$ cat src/rtl/datapath_sequencer.sv
// Instruction sequencer for the 64-bit register-file/ALU datapath.
// Takes one 16-bit instruction at a time and drives the datapath controls.
module datapath_sequencer #(
    parameter int WB_LAT     = 1,
    parameter bit ERR_STICKY = 1'b1
) (
    input  logic        clk,
    input  logic        rst,
    input  logic [15:0] instr_i,
    input  logic        instr_valid_i,
    output logic        instr_ready_o,
    output logic [7:0]  Ctrl,
    output logic [3:0]  Sel,
    output logic        Wen,
    output logic [3:0]  WA,
    output logic [3:0]  RAA,
    output logic [3:0]  RAB,
    output logic [2:0]  Op,
    input  logic        Flag,
    output logic        busy_o,
    output logic        skip_o,
    output logic        err_o
);

    typedef enum logic [1:0] {S_IDLE, S_EXEC, S_WB} state_t;

    localparam logic [2:0] LAST_EXEC = 3'(WB_LAT - 1);
    localparam logic [2:0] SUB_LOAD  = 3'b000;
    localparam logic [2:0] SUB_SKIPZ = 3'b001;
    localparam logic [2:0] SUB_NOP   = 3'b010;
    localparam logic [2:0] SUB_OUT   = 3'b011;

    state_t      state_q, state_d;
    logic [15:0] instr_q, instr_d;
    logic [2:0]  cnt_q, cnt_d;
    logic        skip_pend_q, skip_pend_d;
    logic [7:0]  ctrl_q, ctrl_d;
    logic        skip_q, skip_d;
    logic        err_q, err_d;

    logic       is_ctrl;
    logic [2:0] subop;
    logic       is_alu;
    logic       is_load;
    logic       handshake;

    assign is_ctrl   = instr_q[15];
    assign subop     = instr_q[14:12];
    assign is_alu    = !is_ctrl;
    assign is_load   = is_ctrl && (subop == SUB_LOAD);
    assign handshake = instr_valid_i && instr_ready_o;

    always_ff @(posedge clk) begin
        if (rst) begin
            state_q     <= S_IDLE;
            instr_q     <= '0;
            cnt_q       <= '0;
            skip_pend_q <= 1'b0;
            ctrl_q      <= '0;
            skip_q      <= 1'b0;
            err_q       <= 1'b0;
        end else begin
            state_q     <= state_d;
            instr_q     <= instr_d;
            cnt_q       <= cnt_d;
            skip_pend_q <= skip_pend_d;
            ctrl_q      <= ctrl_d;
            skip_q      <= skip_d;
            err_q       <= err_d;
        end
    end

    always_comb begin
        state_d     = state_q;
        instr_d     = instr_q;
        cnt_d       = cnt_q;
        skip_pend_d = skip_pend_q;
        ctrl_d      = ctrl_q;
        skip_d      = 1'b0;
        err_d       = ERR_STICKY ? err_q : 1'b0;
        case (state_q)
            S_IDLE: begin
                if (handshake) begin
                    // A pending skip swallows this instruction without decoding it.
                    if (skip_pend_q) begin
                        skip_pend_d = 1'b0;
                        skip_d      = 1'b1;
                    end else begin
                        instr_d = instr_i;
                        cnt_d   = '0;
                        state_d = S_EXEC;
                    end
                end
            end
            S_EXEC: begin
                if (is_alu || is_load) begin
                    if (cnt_q == LAST_EXEC) begin
                        state_d = S_WB;
                    end else begin
                        cnt_d = cnt_q + 3'd1;
                    end
                end else begin
                    state_d = S_IDLE;
                    case (subop)
                        SUB_SKIPZ: if (Flag) skip_pend_d = 1'b1;
                        SUB_NOP:   ;
                        SUB_OUT:   ctrl_d = instr_q[7:0];
                        default:   err_d = 1'b1;
                    endcase
                end
            end
            S_WB: state_d = S_IDLE;
            default: state_d = S_IDLE;
        endcase
    end

    always_comb begin
        instr_ready_o = (state_q == S_IDLE) && !rst;
        busy_o        = (state_q != S_IDLE);
        Ctrl          = ctrl_q;
        skip_o        = skip_q;
        err_o         = err_q;
        Sel           = '0;
        Wen           = 1'b0;
        WA            = '0;
        RAA           = '0;
        RAB           = '0;
        Op            = '0;
        if (state_q == S_EXEC || state_q == S_WB) begin
            if (is_alu) begin
                Op  = instr_q[14:12];
                WA  = instr_q[11:8];
                RAA = instr_q[7:4];
                RAB = instr_q[3:0];
            end else if (is_load) begin
                WA  = instr_q[11:8];
                Sel = instr_q[3:0];
            end
        end
        Wen = (state_q == S_WB);
    end

endmodule
$ cat config.mk
export PLATFORM = sky130hd
export DESIGN_NAME = datapath_sequencer
export DESIGN_NICKNAME = d
export VERILOG_FILES = /design/src/rtl/datapath_sequencer.sv
export SDC_FILE = /design/constraint.sdc
export NUM_CORES = 1
export LEC_CHECK = 0
export ABC_AREA = 1
export BUFFER_PORTS_ARGS = -buffer_cell sky130_fd_sc_hd__buf_2
export CORE_AREA = 2 2 57 59
export CTS_CLUSTER_SIZE = 12
export DETAILED_ROUTE_END_ITERATION = 12
export DIE_AREA = 0 0 59 61
export MAX_ROUTING_LAYER = met4
export PLACE_DENSITY = 0.81
export RECOVER_POWER = 50
export REMOVE_ABC_BUFFERS = 1
export SYNTH_ARGS = -nofsm -noshare
export SYNTH_HDL_FRONTEND = slang
export SYNTH_SLANG_ARGS = --single-unit
$ cat constraint.sdc
create_clock -name clk -period 2.6 [get_ports clk]
set_input_delay 0.13 -clock clk [delete_from_list [all_inputs] [get_ports clk]]
set_output_delay 0.13 -clock clk [all_outputs]
set_load 0.005 [all_outputs]
[Word-level counts from Yosys, hierarchy flattened]
Index checks and enable logic that the tools add are counted.
Storage, ports and cells
  register bits: 32
  bits in latches: 0
  RAM bits: 0
  ROM bits: 0
  output and inout port bits: 32
  memories kept: 0
Cells by class
  $add $sub $neg: 1
  multiply operators: 0
  div/mod/pow operators: 0
  magnitude comparators: 0
  equal/unequal tests: 13
  shift operators: 0
  muxes and demuxes: 28
  bitwise logic cells: 5
  reduce and logical (&&, ||, !) cells: 20
Operators by type and width (count)
  $mux 4: 10
  $mux 3: 6
  $ne 2x2->1 const B: 6
  $reduce_and 3->1: 4
  $reduce_and 5->1: 2
  $mux 2: 4
  $eq 3x2->1 const B: 2
  $logic_not 3->1: 2
  $pmux 3 s2: 1
  $reduce_or 3->1: 2
  $mux 1: 5
  $not 1->1: 5
  $pmux 2 s2: 1
  $reduce_bool 2->1: 2
  $add 3x1->3 const B: 1
  $eq 3x1->1 const B: 1
  $logic_and 1x1->1: 3
  $ne 3x3->1 const B: 1
  $eq 2x1->1 const B: 1
  $eq 2x2->1 const B: 1
  $logic_not 1->1: 2
  $logic_not 2->1: 1
  $logic_or 1x1->1: 2
  $ne 2x1->1 const B: 1
  $pmux 1 s2: 1

[Longest topological paths before layout]
  depth in word-level cells: 5
  depth in mapped cells: 10
  mapped depth without buffers: 10

[Worst setup path before layout]
OpenSTA, ideal clock, no wires.
  path kind: reg2reg
  start: register state_q[0]
  end: register state_q[0]
  setup time: 0.116 ns
  arrival: 1.281 ns
  path slack: 1.203 ns
  stages on the path, launching flop included: 10
  buffers on the path: 0
  path through: dfxtp_1 inv_1 ha_1 inv_2 nor2_4 nand3_4 nand2_2 nand2_1 o21ai_0 nor2_1
On the way
  cells in the longest elaborated chain, start to end: 5
RTL lines
  start: declaration: RTL line 33  | state_t state_q, state_d;
  start signal: assignment: RTL line 63  | state_q <= state_d;
  $logic_not 2->1: RTL line 118  | instr_ready_o = (state_q == S_IDLE) && !rst;
  $logic_and 1x1->1: RTL line 118
  named net instr_ready_o: RTL line 11  | output logic instr_ready_o,
  $logic_and 1x1->1: RTL line 51  | assign handshake = instr_valid_i && instr_ready_o;
  $ne 2x2->1 (no line)
  $reduce_and 3->1 (no line)
The timed path passes the listed nets, and every way through them passes these cells.
A chain may end at the register's enable or synchronous reset.

[Final worst setup path]
  start: register state_q[0]
  end: register state_q[0]
On the way
  cells in the longest elaborated chain, start to end: 5
RTL lines (RTL line)
  $logic_not 2->1: 81, 118
  $logic_and 1x1->1: 118
  $logic_and 1x1->1: 51
  $ne 2x2->1 (no line)
  $reduce_and 3->1 (no line)
Several ways; a longest one is shown, not always the timed one.

==> run metrics <==
status=finished, final reports clean; layout cells sized above 1=0.212; clock skew=~12 ps; Yosys cell types=19; total die area=3600 um^2; CTS Buf Count=5; # fillers=307; RSZ-0062 raised after global routing=false; H-tree depth=2; largest net degree at the start of global routing=30; Worst-Margin Slew=around 700 ps; worst path arrival time=2300 ps; leakage=0.000886 uW; Port Buf Inserts=between 50 and 60; Slew HR=0.532; dpl hpwl=~2400 um; CTS tree=built; synthesized instance count=210; DR pass1 iterations=4; Largest stage delay, worst path=340 ps; CTS Buffer Depth=2; post-route ant nets=0; DRT iter0 DRCs=52; vias in the first global route=1232; Starting Density=0.508; final worst setup slack=between 500 and 600 ps; CTS root buffer=clkbuf_4; WP data required=2840 ps; reg-to-reg setup timing slack=~540 ps; synth warn=0; routed len/inst=11.2 um; CTS Sinks=32; Min-Delay Path Class=primary input to flip-flop; RePlAce Congestion=0.849; Peak VDD IR=around 0.34 mV; Core Area=2950 um^2; area of the multi-input gates=slightly above 700 um^2; final antenna diode count=0; synthesized area per cell=7.14 um^2; Finished Cell Area=1780 um^2; Worst Path Max Fanout=26; post-synthesis sequential area ratio=0.427; Final Critical Period=2060 ps; Critical Path, Cell by Cell=inv_1, ha_1, clkinv_1, nor2_1, nand3_4, nand2_1, nand2_1, o21ai_0, nor2_1; Final setup viols=0; synthesized flop and latch total=32; Post-Syn Area=between 1500 and 2000 um^2; Final Hold Viols=0; gr usage total=0.204; gr ovfl total=0; crit end category=flip-flop; crit path launch type=flip-flop; Resized cells post-CTS=0; # hold bufs at CTS=0; Setup CP Type=flip-flop to flip-flop; critical-path cell with the highest stage delay=dfxtp_1; routed vias=about 1500; FF+latch area=around 640 um^2; Cell Rows=20; Skew-Pair Late Insertion Delay=about 330 ps; die outline width=59 um; final net count=285; pre-CTS setup slack=869 ps; most frequent cells in the layout=nor2_1, buf_2, dfxtp_1, nand2_1, o21ai_0; Layout area overhead=18.3%; crit share post-route=0.792; DP Area=between 1500 and 2000 um^2; antenna violations before repair=0; first-pass GRT wire length=approximately 5300 um; WL final=about 3300 um; residual DRC count=0; overall die height=61 um; Clock transition at path regs=~100 ps; postcts setup bufs=0; drt via density=5.00; f_max=486 MHz; IO Count=between 50 and 60; setup TNS=0 ps; Final Max Slew Viols=0; PwrDens=roughly 850 nW/um^2; commonest non-fill, non-tap cell in the layout=nor2_1; number of max-cap violations=0
-- report_power, final --
group          leakage [uW]  switching, uW  internal [uW]
logic              0.000596            419            214
clock network     0.0000281            160           99.5
registers          0.000261           44.8            564
-- cell type report --
class / instances / share of cell area
tap: 33 / 0.0233
multi-input combinational: 144 / 0.397
clock inverter: 1 / 0.00282
timing repair buffer: 51 / 0.140
sequential: 32 / 0.361
clock buffer: 6 / 0.0233
inverter: 25 / 0.0529
-- Yosys cell counts (all sizes together) --
cell / number / area share
a21oi: 17 / 0.057
buf: 6 / 0.025
clkbuf: 3 / 0.0075
dfxtp: 32 / 0.43
ha: 6 / 0.050
inv: 25 / 0.063
nand2: 32 / 0.083
nand3: 5 / 0.033
nand4: 1 / 0.0042
nor2: 49 / 0.13
nor3: 5 / 0.024
o21a: 1 / 0.0050
o21ai: 28 / 0.093
-- sequential cells by signal (all words and copies together), names as in the netlist --
| signal | flops |
|---|---|
| skip_pend_q | 1 |
| skip_o | 1 |
| cnt_q | 3 |
| instr_q | 16 |
| state_q | 2 |
| err_o | 1 |
| Ctrl | 8 |
-- metrics by stage --
stage               hold slack, ps  total power (uW)   util  instances
floorplan                      199              1080      -        201
global placement               380              1260  0.592        285
detailed placement             383              1270  0.592        285
CTS                           18.2              1530  0.608        292
global route                 -2.04              1630  0.601        292
finish                       0.973              1500  0.601        292
-- worst max-delay path: cells and delay by family, from the launching register on --
family,cells,cell delay (ps)
adder cells (fa/ha/maj),1,220
AND/OR/NAND/NOR,5,1030
buffers and inverters,2,200
flip-flops,1,340
AO/OA/AOI/OAI,1,160
-- path summary, 6_finish.rpt --
check | startpoint | to | depth (start not counted)
setup / recovery | state_q[0] | state_q[0] | 9
hold reg to reg | err_o | err_o | 1
setup reg to reg | state_q[0] | state_q[0] | 9
hold / removal | rst | cnt_q[2] | 2
-- logic make-up (layout without fill, tap and decap cells) --
group	Yosys count	after routing	share of synthesized area
fa+ha+maj	6	6	0.0500
simple gates	92	92	0.273
buf+inv	34	83	0.0951
compound gates	46	46	0.155
flops	32	32	0.427
-- layer usage --
layer | global-route usage | vias up | wire [um]
met4 | 0.0779 | 0 | 49
met5 | - | - | 0
met3 | 0.0597 | 7 | 176
li1 | - | 760 | -
met2 | 0.311 | 40 | 1420
met1 | 0.256 | 653 | 1610
No activity file was read; power rests on OpenSTA's default activity.
